[src/rtl/bcd_rtc_clock.sv]
// Packed-BCD real-time clock: hh:mm:ss with runtime 12h/24h mode, tick prescaler,
// validated synchronous time load and an hh:mm alarm with one-cycle pulse outputs.
module bcd_rtc_clock #(
    parameter int PRESCALE = 1,
    parameter bit ALARM_EN = 1
) (
    input  logic       clk,
    input  logic       reset,
    input  logic       tick_in,
    input  logic       mode_24h,
    input  logic       load,
    input  logic [7:0] load_hh,
    input  logic [7:0] load_mm,
    input  logic [7:0] load_ss,
    input  logic       load_pm,
    input  logic       alarm_on,
    input  logic [7:0] alarm_hh,
    input  logic [7:0] alarm_mm,
    input  logic       alarm_pm,
    output logic [7:0] hh,
    output logic [7:0] mm,
    output logic [7:0] ss,
    output logic       pm,
    output logic       sec_pulse,
    output logic       min_pulse,
    output logic       alarm_hit,
    output logic       load_err
);

    localparam logic [15:0] PRESC_LAST = 16'(PRESCALE - 1);

    logic        mode_q;
    logic [15:0] presc;

    logic [7:0]  adv_hh, adv_mm, adv_ss, conv_hh;
    logic        adv_pm, adv_min, conv_pm;
    logic        conv, tick_adv, load_ok, alarm_ok, alarm_fire;

    // Both digits must be decimal; BCD ordering matches numeric ordering once they are.
    function automatic logic bcd_le(input logic [7:0] v, input logic [7:0] lim);
        return (v[7:4] <= 4'd9) && (v[3:0] <= 4'd9) && (v <= lim);
    endfunction

    function automatic logic hours_ok(input logic [7:0] h, input logic m24);
        if (m24)
            return bcd_le(h, 8'h23);
        return bcd_le(h, 8'h12) && (h != 8'h00);
    endfunction

    function automatic logic [7:0] inc_bcd60(input logic [7:0] v);
        if (v[3:0] == 4'd9)
            return (v[7:4] == 4'd5) ? 8'h00 : {v[7:4] + 4'd1, 4'd0};
        return {v[7:4], v[3:0] + 4'd1};
    endfunction

    function automatic logic [7:0] inc_hours(input logic [7:0] h, input logic m24);
        if (m24 && h == 8'h23)
            return 8'h00;
        if (!m24 && h == 8'h12)
            return 8'h01;
        if (h[3:0] == 4'd9)
            return {h[7:4] + 4'd1, 4'd0};
        return {h[7:4], h[3:0] + 4'd1};
    endfunction

    // Digit-wise +12 / -12 keeps every intermediate a legal BCD digit.
    function automatic logic [7:0] to24(input logic [7:0] h, input logic p);
        if (h == 8'h12)
            return p ? 8'h12 : 8'h00;
        if (!p)
            return h;
        if (h[3:0] >= 4'd8)
            return {h[7:4] + 4'd2, h[3:0] - 4'd8};
        return {h[7:4] + 4'd1, h[3:0] + 4'd2};
    endfunction

    function automatic logic [7:0] to12(input logic [7:0] h);
        if (h == 8'h00)
            return 8'h12;
        if (h <= 8'h12)
            return h;
        if (h[3:0] >= 4'd2)
            return {h[7:4] - 4'd1, h[3:0] - 4'd2};
        return {h[7:4] - 4'd2, h[3:0] + 4'd8};
    endfunction

    always_comb begin
        adv_ss  = inc_bcd60(ss);
        adv_min = (ss == 8'h59);
        adv_mm  = mm;
        adv_hh  = hh;
        adv_pm  = pm;
        if (adv_min) begin
            adv_mm = inc_bcd60(mm);
            if (mm == 8'h59) begin
                adv_hh = inc_hours(hh, mode_q);
                if (mode_q)
                    adv_pm = (adv_hh >= 8'h12);
                else if (hh == 8'h11)
                    adv_pm = !pm;
            end
        end
    end

    always_comb begin
        conv     = (mode_24h != mode_q);
        conv_hh  = mode_q ? to12(hh) : to24(hh, pm);
        conv_pm  = mode_q ? (hh >= 8'h12) : pm;
        tick_adv = tick_in && (presc == PRESC_LAST);
        load_ok  = bcd_le(load_ss, 8'h59) && bcd_le(load_mm, 8'h59) && hours_ok(load_hh, mode_q);
        alarm_ok = bcd_le(alarm_mm, 8'h59) && hours_ok(alarm_hh, mode_q);
        // sec_pulse marks that the current time came from a tick, never from a load.
        alarm_fire = ALARM_EN && alarm_on && sec_pulse && alarm_ok &&
                     (hh == alarm_hh) && (mm == alarm_mm) && (ss == 8'h00) &&
                     (mode_q || (pm == alarm_pm));
    end

    always_ff @(posedge clk) begin
        if (reset) begin
            hh        <= mode_24h ? 8'h00 : 8'h12;
            mm        <= 8'h00;
            ss        <= 8'h00;
            pm        <= 1'b0;
            mode_q    <= mode_24h;
            presc     <= 16'd0;
            sec_pulse <= 1'b0;
            min_pulse <= 1'b0;
            alarm_hit <= 1'b0;
            load_err  <= 1'b0;
        end else begin
            sec_pulse <= 1'b0;
            min_pulse <= 1'b0;
            load_err  <= 1'b0;
            alarm_hit <= alarm_fire;
            if (conv) begin
                hh     <= conv_hh;
                pm     <= conv_pm;
                mode_q <= mode_24h;
            end else if (load) begin
                if (load_ok) begin
                    hh    <= load_hh;
                    mm    <= load_mm;
                    ss    <= load_ss;
                    pm    <= mode_q ? (load_hh >= 8'h12) : load_pm;
                    presc <= 16'd0;
                end else begin
                    load_err <= 1'b1;
                end
            end else if (tick_in) begin
                if (tick_adv) begin
                    presc     <= 16'd0;
                    hh        <= adv_hh;
                    mm        <= adv_mm;
                    ss        <= adv_ss;
                    pm        <= adv_pm;
                    sec_pulse <= 1'b1;
                    min_pulse <= adv_min;
                end else begin
                    presc <= presc + 16'd1;
                end
            end
        end
    end

endmodule

[config.mk]
export PLATFORM = sky130hd
export DESIGN_NAME = bcd_rtc_clock
export DESIGN_NICKNAME = d
export VERILOG_FILES = /design/src/rtl/bcd_rtc_clock.sv
export SDC_FILE = /design/constraint.sdc
export NUM_CORES = 1
export LEC_CHECK = 0
export ABC_AREA = 0
export CAP_MARGIN = 0
export CORE_MARGIN = 2
export CORE_UTILIZATION = 50
export CTS_BUF_LIST = sky130_fd_sc_hd__clkbuf_4 sky130_fd_sc_hd__clkbuf_8
export DETAILED_ROUTE_END_ITERATION = 12
export GPL_ROUTABILITY_DRIVEN = 0
export PLACE_DENSITY = 0.8
export SETUP_SLACK_MARGIN = 0.3
export SLEW_MARGIN = 20
export SYNTH_ARGS = -nofsm -noshare
export SYNTH_HDL_FRONTEND = slang
export SYNTH_SLANG_ARGS = --single-unit
[constraint.sdc]
create_clock -name clk -period 8.15 [get_ports clk]
set_input_delay 0.815 -clock clk [delete_from_list [all_inputs] [get_ports clk]]
set_output_delay 0.815 -clock clk [all_outputs]
set_load 0.01 [all_outputs]
## Yosys cells after proc, flatten, opt, wreduce, memory -nomap -nowiden

Cells that the tools add are included.

- Bits of input ports: 48
- Output and inout bits: 29
- Flip-flop bits (word level): 46
- Word-level logic and storage cells: 227

- Muxes and demuxes: 97
- Bitwise logic cells: 4
- Magnitude comparators: 23
- Add/sub/neg operators: 14
- Reductions and logical operators: 59
- Equal/unequal tests: 18

Operators with widths:

| operator | number |
|---|---|
| 8-bit two-way mux | 44 |
| 16-bit two-way mux | 4 |
| 1-bit two-way mux | 47 |
| 4-bit <= comparator, second input constant | 10 |
| 1-bit logical AND | 26 |
| 4-bit by 1-bit adder with 4-bit output, second input constant | 6 |
| 8-bit by 5-bit greater-or-equal comparator with 1-bit output, second input constant | 3 |
| 8-bit by 5-bit <= comparator with 1-bit output, second input constant | 3 |
| 8-bit by 7-bit <= comparator with 1-bit output, second input constant | 3 |
| 16-bit by 1-bit adder with 16-bit output, second input constant | 1 |
| 8-bit by 5-bit == test with 1-bit output, second input constant | 2 |
| 8-bit by 7-bit == test with 1-bit output, second input constant | 2 |
| 8-bit == test | 2 |
| 8-bit by 6-bit <= comparator with 1-bit output, second input constant | 2 |
| 16-bit logical NOT | 1 |
| 8-bit logical NOT | 2 |
| 4-bit nonzero test | 4 |
| 8-bit nonzero test | 2 |
| 5-bit AND reduction | 3 |
| 3-bit nonzero test | 5 |
| 4-bit == test, second input constant | 3 |
| 2-bit nonzero test | 6 |
| 5-bit two-way mux | 2 |
| 4-bit by 2-bit adder with 4-bit output, second input constant | 2 |
| other kinds (24) | 30 |

## Logic depth before layout (Yosys ltp)

Gate-level depths: netlist (run 1).

- Depth in word-level cells: 25
- Gate-level depth with buffers: 10
- Depth with buffers taken out: 8

## Least setup slack after synthesis (run 1)

OpenSTA, ideal clock, no wires.

- Path kind: input to register
- Start point: in tick_in
- End point: reg hh[1], enable pin
- Setup time: 0.301 ns
- Buffers on the path: 0
- Path slack: 4.885 ns
- Arrival time: 2.964 ns
- Stages: 6
- Data required time: 7.849 ns
- Cells stage by stage: or4b_1 > or4_4 > or4_4 > nor4_1 > or3_1 > o211a_1

- Word-level cells in the longest chain between the ends: 3
- Elaborated cells between the ends (all ways): 4
- Classes of those cells: reduce/logical (4)

RTL lines:

| element | line | RTL |
|---|---|---|
| start: declaration | 9 | `input logic tick_in,` |
| 1-bit logical AND | 109 | `tick_adv = tick_in && (presc == PRESC_LAST);` |
| 4-bit nonzero test (no line) | -- |  |
| 5-bit AND reduction (no line) * | -- |  |
| end signal: assignment | 120 | `hh <= mode_24h ? 8'h00 : 8'h12;` |
| end signal: assignment | 136 | `hh <= conv_hh;` |
| end signal: assignment | 141 | `hh <= load_hh;` |
| end: declaration | 20 | `output logic [7:0] hh,` |

Every way passes the cells marked *; elsewhere a longest branch is shown, timed or not.
A chain may end at the register's enable or synchronous reset.

## Final worst setup path (run 1)

- Start point: in load
- End point: reg presc[13]

- Word-level cells in the longest chain between the ends: 2
- Elaborated cells between the ends (all ways): 4
- Classes of those cells: eq/ne (1); mux (1); reduce/logical (2)

RTL lines:

| element | line | RTL |
|---|---|---|
| start: declaration | 11 | `input logic load,` |
| 2-bit by 1-bit != test with 1-bit output (no line) / 2-bit nonzero test (equally long branches) | -- |  |
| 3-bit AND reduction (no line) | -- |  |
| end signal: assignment | 159 | `presc <= presc + 16'd1;` |
| end: declaration | 33 | `logic [15:0] presc;` |

Several ways; a longest one is shown, not always the timed one.

==> metrics list, run 1 <==
- Global-route wire length before repair: roughly 20000 um
* Setup repair bufs after CTS: 0
* Register Area: ~1000 um^2
- Sinks on the clock net: between 40 and 50
* DR WL/cell: 17.9 um
* Layout fillers: around 680
* Startpoint type of the worst setup path: input port
- Counting flops with an async set or reset pin after synthesis yields a share of 0%.
- Share of power burned in registers: between 40% and 50%
- Area of the core: slightly below 8000 um^2
- Worst hold path endpoint: presc[15]$_SDFFE_PP0P_
* Pins Over Slew Limit: 0
- After synthesis the netlist holds a flip-flop and latch count of 46.
- Entering global routing, the biggest net connects just over 50 pins.
* Later-pin clock latency in the skew report: 0.30 ns
- Total Neg Setup Slack: 0 ns
- The number of antenna violations at the first check in global routing came to 0.
- The worst path uses between 40% and 50% of the clock period.
* X dimension of the die: a little over 90 um
* Path category of the worst min-delay check: flip-flop to flip-flop
* Final hold violation count: 0
- Cell depth of the worst flop-to-flop path: 5
- Clock tree synthesis inserted a total of 5 buffers.
- In this run the mean area of a mapped cell was between 7 and 8 um^2.
- After detailed routing, the total wire length is between 10000 and 15000 um.
- Summing all multi-input logic gate instances after layout gives approximately 2700 um^2.
- After the first detailed-routing iteration, the DRC count stood at ~390.
* VDD IR-drop max: 0.110 mV
* Layout overhead on the synthesized area: 21.9%
- Arrival time at the worst endpoint: 4.03 ns
* Post-cts repair resize count: 0
* Worst slew slack as a fraction of its limit: 23.9%
- Dividing total power by cell area gives a power density of 146 nW/um^2.
- Syn Std Cell Area: approximately 4000 um^2
- Of all cell types, the one taking the most synthesized area is sky130_fd_sc_hd__dfxtp_1.
- Port buffer count: 76
* RSZ-0062 raised after global routing: false
* Clock network power share: between 20 and 30%
- After clock tree synthesis, the clock-pin slew on the worst setup and hold paths is 0.09 ns.
- In this run the static leakage power is roughly 0.0016 uW.
* R2R Setup Slk: 4.53 ns
* Req. time, crit path: between 8 and 9 ns
- Hold_sp: presc[15]$_SDFFE_PP0P_
- Slew at the pin closest to its max-slew limit: 1.13 ns
* Net count of the finished layout: about 650
- The endpoint identified for the worst register-to-register timing path is presc[10]$_SDFFE_PP0P_.
- Area contributors post-synth: sky130_fd_sc_hd__dfxtp_1, sky130_fd_sc_hd__o21ai_0, sky130_fd_sc_hd__edfxtp_1
- The number of antenna diodes in the final layout is 0.
- Worst flop-to-flop path startpoint: mode_q$_DFFE_PP_
* Die Ht: between 90 and 100 um
* Number of levels the H-tree was split into: 2
* Number of vias in the routed layout: approximately 4500
- Fmax achieved: about 0.26 GHz
- Clock tree synthesis selected as its root buffer the cell sky130_fd_sc_hd__clkbuf_8.
* Switch share: a little under two fifths
- Synthesized net count: 607
* Top-area cell type share of the netlist area: ~18%
* Total global routing overflow: 0
- Number of enable flip-flop cells after synthesis: 9
- Smallest hold slack: between 0.4 and 0.5 ns
- Along the worst path, the maximum fanout reaches 50.
- Capturing element type of the critical path: flip-flop
* Ys flop type: sky130_fd_sc_hd__dfxtp_1
* Net Switching: roughly 260 uW
- Yosys printed 0 warnings.
* Via count of the first global-routing pass: 4077
* Overall track demand over capacity in global routing: between 20% and 30%
- Of the cells placed in the final design, the portion with a size suffix greater than 1 is under 10%.
* Initial standard-cell utilization of the core: roughly 52%
* Status: completed
- After synthesis, flip-flops and latches occupy between 20% and 30% of the total area.
- Counting I/O delays and the setup requirement, the final critical path takes around 3.8 ns.
- Site Rows: 32
* Final setup vio count: 0
- The die covers between 8000 and 9000 um^2.
* Worst-case clock skew: between 0.004 and 0.005 ns
- Average via count per standard cell: 6.56
* Count of antenna-violating nets left after detailed routing: 0
* Hold_buf cts: 0
- Portion of total power attributed to combinational logic: a little over a third
* First-pass iteration count of the detailed router: 5
- 77 I/O pins were placed.
- For this run, design rule violations remaining after detail routing come to 0.
- Cell-internal power: approximately 450 uW
* Clock tree from TritonCTS: done
- Detailed placement ended at an HPWL of between 9000 and 10000 um.
- Counting instances, the worst hold path has a depth of 2.
- Netlist cell types: 62
- The setup path with the least slack is of type input port to flip-flop.
- Cells after synthesis: 540
* Max clock buf depth: 2
- Number of max-cap violations: 0
power by group through the flow:
stage	logic [uW]	clock network, uW	registers, uW
4_1_cts	244	181	285
5_1_grt	270	189	289
3_5_place_dp	241	0	290
6_report	248	181	286
2_1_floorplan	177	0	263
3_3_place_gp	237	0	290
state kept, by name (all words and copies together) (netlist names):
name       cells
alarm_hit      1
mm             8
load_err       1
mode_q         1
ss             8
presc         16
min_pulse      1
sec_pulse      1
hh             8
pm             1
cell usage in the layout (no fill, tap or decap), drive strengths merged, types with 3 or more instances in the layout:
master         count
nand3b             3
a2111oi            3
or4               19
ha                19
buf                4
nand2b             7
or3                7
o21ai             55
nor4b              3
a211oi             8
a221o              4
a31oi              4
dfxtp             37
nand2             43
o211ai             4
a32oi              3
mux2i              4
nor2              26
clkdlybuf4s50     76
o32ai              3
o21a               5
clkbuf             6
and2               4
nand4              9
nor4              15
o2111ai            6
nor3              11
inv               28
and3               3
o31ai             17
xor2              12
xnor2              9
nand3             28
a21oi             49
edfxtp             9
a22oi              5
worst max-delay path, cell delays in order:
cell and delay, ns:
sky130_fd_sc_hd__clkdlybuf4s50_1 0.45, sky130_fd_sc_hd__buf_4 0.41, sky130_fd_sc_hd__inv_1 0.30, sky130_fd_sc_hd__or4_1 0.74
sky130_fd_sc_hd__o21a_1 0.52, sky130_fd_sc_hd__or4_1 0.61, sky130_fd_sc_hd__a21oi_1 0.17
worst max-delay path by stage:
stage	from	endpoint	slack [ns]	cells after the start
2_1_floorplan	tick_in	hh[1]$_DFFE_PP_	4.89	6
3_3_place_gp	load	presc[14]$_SDFFE_PP0P_	4.20	7
3_5_place_dp	load	presc[13]$_SDFFE_PP0P_	4.07	7
4_1_cts	load	presc[13]$_SDFFE_PP0P_	4.39	7
5_1_grt	load	presc[13]$_SDFFE_PP0P_	4.16	7
6_report	load	presc[13]$_SDFFE_PP0P_	4.36	7
cell usage after synthesis, types with 3 or more instances:
| cell type | number |
|---|---|
| sky130_fd_sc_hd__inv_1 | 28 |
| sky130_fd_sc_hd__xnor2_1 | 9 |
| sky130_fd_sc_hd__clkbuf_1 | 38 |
| sky130_fd_sc_hd__nand2b_1 | 7 |
| sky130_fd_sc_hd__or3_1 | 7 |
| sky130_fd_sc_hd__a221o_1 | 4 |
| sky130_fd_sc_hd__buf_1 | 3 |
| sky130_fd_sc_hd__a211oi_1 | 8 |
| sky130_fd_sc_hd__a31oi_1 | 4 |
| sky130_fd_sc_hd__o21ai_0 | 55 |
| sky130_fd_sc_hd__nor4_1 | 15 |
| sky130_fd_sc_hd__and2_1 | 4 |
| sky130_fd_sc_hd__nand4_1 | 9 |
| sky130_fd_sc_hd__edfxtp_1 | 9 |
| sky130_fd_sc_hd__a2111oi_0 | 3 |
| sky130_fd_sc_hd__a21oi_1 | 49 |
| sky130_fd_sc_hd__ha_1 | 19 |
| sky130_fd_sc_hd__nor4b_1 | 3 |
| sky130_fd_sc_hd__nor2_1 | 26 |
| sky130_fd_sc_hd__o211ai_1 | 4 |
| sky130_fd_sc_hd__a32oi_1 | 3 |
| sky130_fd_sc_hd__mux2i_1 | 4 |
| sky130_fd_sc_hd__o21a_1 | 5 |
| sky130_fd_sc_hd__o32ai_1 | 3 |
| sky130_fd_sc_hd__nand2_1 | 43 |
| sky130_fd_sc_hd__or4_1 | 16 |
| sky130_fd_sc_hd__nand3_1 | 28 |
| sky130_fd_sc_hd__and3_1 | 3 |
| sky130_fd_sc_hd__a22oi_1 | 5 |
| sky130_fd_sc_hd__o31ai_1 | 17 |
| sky130_fd_sc_hd__nand3b_1 | 3 |
| sky130_fd_sc_hd__xor2_1 | 12 |
| sky130_fd_sc_hd__nor3_1 | 11 |
| sky130_fd_sc_hd__dfxtp_1 | 37 |
| sky130_fd_sc_hd__o2111ai_1 | 6 |
| sky130_fd_sc_hd__or4_4 | 3 |
stage by stage:
stage	utilization [%]	worst slack (ns)	cell area (um^2)	std cells	total power, uW
after floorplan	-	4.89	4010	540	440
after global placement	61.7	4.20	4770	681	526
after detailed placement	61.7	4.07	4770	681	531
after CTS	63.2	4.39	4880	689	709
after global routing	63.2	4.16	4880	689	748
final	63.2	4.36	4880	689	715
routing by layer:
layer  GRT usage (%)  part of all wire (%)  vias to the layer above  wire length (um)
met1            35.9                    42                     2141              5140
met5               0                     0                        -                 0
li1                -                     -                     2139                 -
met3            4.51                   7.4                       16               911
met2            48.0                    50                      227              6180
met4            5.76                   1.0                        0               127
final cells by class:
class | count | share of cell area, %
clock inverters | 2 | 0.743
multi-input cells | 425 | 56.0
clock buffers | 6 | 1.56
flip-flops and latches | 46 | 20.7
inverters | 28 | 2.15
well taps | 102 | 2.61
repair buffers | 80 | 16.2
cells by family (layout without fill, tap and decap cells):
family / after synthesis / in the layout / synth area share, %
and+or+nand+nor: 194 / 194 / 26.9
buffers and inverters: 69 / 116 / 6.47
DFF: 46 / 46 / 25.2
xor gates and xnor gates: 21 / 21 / 4.59
AOI/OAI and AO/OA: 185 / 185 / 29.3
adders and majority gates: 20 / 20 / 6.19
muxes: 5 / 5 / 1.28
No activity file was read; power rests on OpenSTA's default activity.
==> inputs of run 2 (changes only) <==
Clock period 8.15 ns to 3.7 ns, I/O delays scaled along.
==> run 2 against run 1 <==
Core utilization up 0.63 points. Non-clock buffer count increased by 9. Hold slack lost 0.0033 ns. Cell count up 1.3%. Die area stayed put. Sequential power grew 120%. Final area grew 1.0%. Clock power up 88%. Sequential share of layout area decreased by 0.20 points. Clock-buffer cell count down 1. Global-route usage increased by 1.6 points. Highest routed layer unchanged.
==> metrics list, run 2 (synthesis gave the netlist of run 1 again) <==
* Status: completed (unchanged)
- Based on the critical path, the design can be clocked at up to between 0.3 and 0.4 GHz.
- Routed metal-1 wire length: 5390 um (was 5140 um)
- The full die area came to 8740 um^2 (unchanged).
* Initial antenna violation count: 0 (unchanged)
* Cells along the critical path: inv_1, ha_1, or4b_1, or4_4, or4_4, nor4_1, or3_1, o211a_1 (was clkdlybuf4s50_1, buf_4, inv_1, or4_1, o21a_1, or4_1, a21oi_1)
- The number of port buffers was 76 (unchanged).
- The standard cell with the maximum stage delay on the critical path is sky130_fd_sc_hd__or4_4 (was sky130_fd_sc_hd__or4_1).
* Setup CP Type: flip-flop to flip-flop (was input port to flip-flop)
- The cell total after placement came to 690 (was 681).
- Counting I/O delays and the setup requirement, the final critical path takes between 3 and 4 ns.
- The number of buffers added for setup after CTS came to 0 (unchanged).
* Overall track demand over capacity in global routing: 29.2% (was 27.6%)
- The class of the tightest hold or removal check was flip-flop to flip-flop (unchanged).
- RSZ-0062 raised after global routing: false (unchanged)
- The TritonCTS sink count came to 46 (unchanged).
- Global-route wire length before repair: 20700 um (was 19700 um)
- The switching part of the total is 39.2% (was 36.7%).
- The final setup TNS was 0 ns (unchanged).
- Crit path buffers/inverters: 1 (was 3)
* Number of I/O pins: 77 (unchanged)
* Number of max-cap violations: 0 (unchanged)
- The quantity of hold-fixing buffers added after cts came to 0 (unchanged).
- The number of buffers created by CTS is 5 (unchanged).
* Portion of total power attributed to combinational logic: 37.5% (was 34.7%)
* Share of power burned in registers: 40.3% (was 40.0%)
- Pin count of the biggest net entering global routing: 49 (was 51)
* Worst slew slack as a fraction of its limit: 42.4% (was 23.9%)
- Commonest non-fill, non-tap cells in the layout: sky130_fd_sc_hd__clkdlybuf4s50_1, sky130_fd_sc_hd__o21ai_0, sky130_fd_sc_hd__a21oi_1 (unchanged).
- The later-pin clock latency in the skew report came to 0.31 ns (was 0.30 ns).
- The final routed wire length divided by cell count is 18.3 um (was 17.9 um).
* Clock Root Buffer: sky130_fd_sc_hd__clkbuf_8 (unchanged)
- Worst-case clock skew: 0.0102 ns (was 0.00418 ns)
- The largest fanout on the critical path is 6 (was 50).
* Top cell by count, worst path: sky130_fd_sc_hd__or4_4 (was sky130_fd_sc_hd__or4_1)
- The number of H-tree levels came to 2 (unchanged).
- Pins Over Slew Limit: 0 (unchanged)
* Fraction of layout instances using a drive strength above 1: 4.70% (was 3.24%)
- The number of vias in the routed layout is 4588 (was 4523).
- The final layout net count was 662 (was 653).
- Final hold violation count: 0 (unchanged)
* Register with the most flip-flops: presc (unchanged)
* Area of the core: 7730 um^2 (unchanged)
- The length of routed met3 wiring is 956 um (was 911 um).
- The leftover overflow at the end of global routing was 0 (unchanged).
- Post-layout util: 63.8% (was 63.2%)
- Register Area: 1010 um^2 (unchanged)
* Site Rows: 32 (unchanged)
* Highest metal layer used by the detailed router: met4 (unchanged)
* Crit path launch: presc[0]$_SDFFE_PP0P_ (was load)
* Slew at the pin closest to its max-slew limit: 0.863 ns (was 1.13 ns)
* Layout overhead on the synthesized area: 23.1% (was 21.9%)
- Count of placed standard cells in the final layout, fillers left out: 698 (was 689)
- The sum of routed wire length over all layers is 12800 um (was 12400 um).
* Count of antenna-violating nets left after detailed routing: 0 (unchanged)
* Final worst setup slack: 0.495 ns (was 4.36 ns)
- Net Switching: 603 uW (was 262 uW)
- Average via count per standard cell: 6.57 (was 6.56)
- The endpoint of the most critical register-to-register path is hh[2]$_SDFFCE_PP0P_ (was presc[10]$_SDFFE_PP0P_).
- Req. time, crit path: 3.72 ns (was 8.39 ns)
- The multi-input combinational cell area is 2740 um^2 (unchanged).
- The residual DRC count was 0 (unchanged).
* Layout fillers: 711 (was 678)
- Arrival time at the worst endpoint: 3.23 ns (was 4.03 ns)
* Capturing element type of the critical path: flip-flop (unchanged)
* Total power density per cell area: 312 nW/um^2 (was 146 nW/um^2)
* Cell-internal power: 935 uW (was 452 uW)
- Placed wire-length estimate after detailed placement: 9360 um (was 9060 um)
- Hold_sp: presc[15]$_SDFFE_PP0P_ (unchanged)
- Die Ht: 93.5 um (unchanged)
- Worst slack at placement: 0.209 ns (was 4.07 ns)
- Worst path depth: 8 (was 7)
* Peak per-stage delay on the critical path: 0.55 ns (was 0.74 ns)
* X dimension of the die: 93.5 um (unchanged)
* Static leakage: 0.00166 uW (was 0.00163 uW)
- Startpoint type of the worst setup path: flip-flop (was input port)
- Max clock buf depth: 2 (unchanged)
- The number of endpoints failing setup at the final stage is 0 (unchanged).
- VDD IR-drop max: 0.166 mV (was 0.110 mV)
* Ratio of final minimum period to clock period: between 80% and 90%
- Worst setup path endpoint: hh[2]$_SDFFCE_PP0P_ (was presc[13]$_SDFFE_PP0P_)
- The worst-case register-to-register setup slack came to 0.49 ns (was 4.53 ns).
- Post-cts repair resize count: 0 (unchanged)
- Final antenna diode count: 0 (unchanged)
* Gate family responsible for the most delay along the worst path: simple AND/OR/NAND/NOR gates (unchanged)
- Most frequent standard cell in the layout excluding fill and tap cells: sky130_fd_sc_hd__clkdlybuf4s50_1 (unchanged)
- The number of optimization iterations in the first detailed-route pass came to 5 (unchanged).
- The TritonCTS clock tree was done (unchanged).
* Flip-flop count of the largest register, all copies and words added: 16 (unchanged)
* Clock network power share: 22.1% (was 25.3%)
- The effective utilization at floorplan is 51.8% (unchanged).
- Via count of the first global-routing pass: 4216 (was 4077)
- The clock slew at the register clock pins of the worst setup and hold paths was 0.10 ns (was 0.09 ns).
* Routed met2 length: 6190 um (was 6180 um)
- The startpoint of the lowest-slack register-to-register path is presc[0]$_SDFFE_PP0P_ (was mode_q$_DFFE_PP_).
- Number of DRC markers in iteration 0: 299 (was 387)
- The number of cell instances on the worst register-to-register path came to 8 (was 5).
==> run 2: worst min path at each step <==
| stage | end | slack, ns | cells past startpoint |
|---|---|---|---|
| floorplan | presc[15]$_SDFFE_PP0P_ | 0.45 | 2 |
| global placement | presc[15]$_SDFFE_PP0P_ | 0.46 | 2 |
| detailed placement | presc[15]$_SDFFE_PP0P_ | 0.47 | 2 |
| CTS | presc[15]$_SDFFE_PP0P_ | 0.48 | 2 |
| global route | presc[15]$_SDFFE_PP0P_ | 0.53 | 2 |
| finish | presc[15]$_SDFFE_PP0P_ | 0.49 | 2 |
==> run 2: final cells by class <==
type	instances	share of cell area [%]
Multi-Input combinational cell	425	55.5
Clock inverter	3	0.507
Inverter	28	2.13
Tap cell	102	2.59
Clock buffer	5	1.40
Sequential cell	46	20.5
Timing Repair Buffer	89	17.4
==> run 2: through the flow <==
| stage | hold slack, ns | area, um^2 | total power, uW |
|---|---|---|---|
| finish | 0.487 | 4930 | 1540 |
| global placement | 0.459 | 4840 | 1180 |
| detailed placement | 0.468 | 4840 | 1190 |
| global route | 0.530 | 4930 | 1620 |
| CTS | 0.485 | 4930 | 1530 |
| floorplan | 0.447 | 4010 | 970 |
==> run 2: worst reg2reg max path, cell delays in order, from the launching register on <==
cell                      delay, ns
sky130_fd_sc_hd__dfxtp_1       0.35
sky130_fd_sc_hd__inv_1         0.11
sky130_fd_sc_hd__ha_1          0.17
sky130_fd_sc_hd__or4b_1        0.47
sky130_fd_sc_hd__or4_4         0.51
sky130_fd_sc_hd__or4_4         0.55
sky130_fd_sc_hd__nor4_1        0.25
sky130_fd_sc_hd__or3_1         0.25
sky130_fd_sc_hd__o211a_1       0.26
==> run 2: per-layer routing <==
layer  global-route usage [%]  vias up
li1                         -     2150
met1                     39.3     2170
met2                     48.9      240
met3                     3.38       28
met4                     9.19        0
met5                        0        -
==> run 2: power by group through the flow <==
| stage | Sequential, uW | Combinational, uW | Clock (uW) |
|---|---|---|---|
| CTS | 618 | 567 | 342 |
| finish | 621 | 578 | 340 |
| global route | 627 | 631 | 364 |
| global placement | 627 | 550 | 0 |
| detailed placement | 630 | 563 | 0 |
| floorplan | 580 | 390 | 0 |
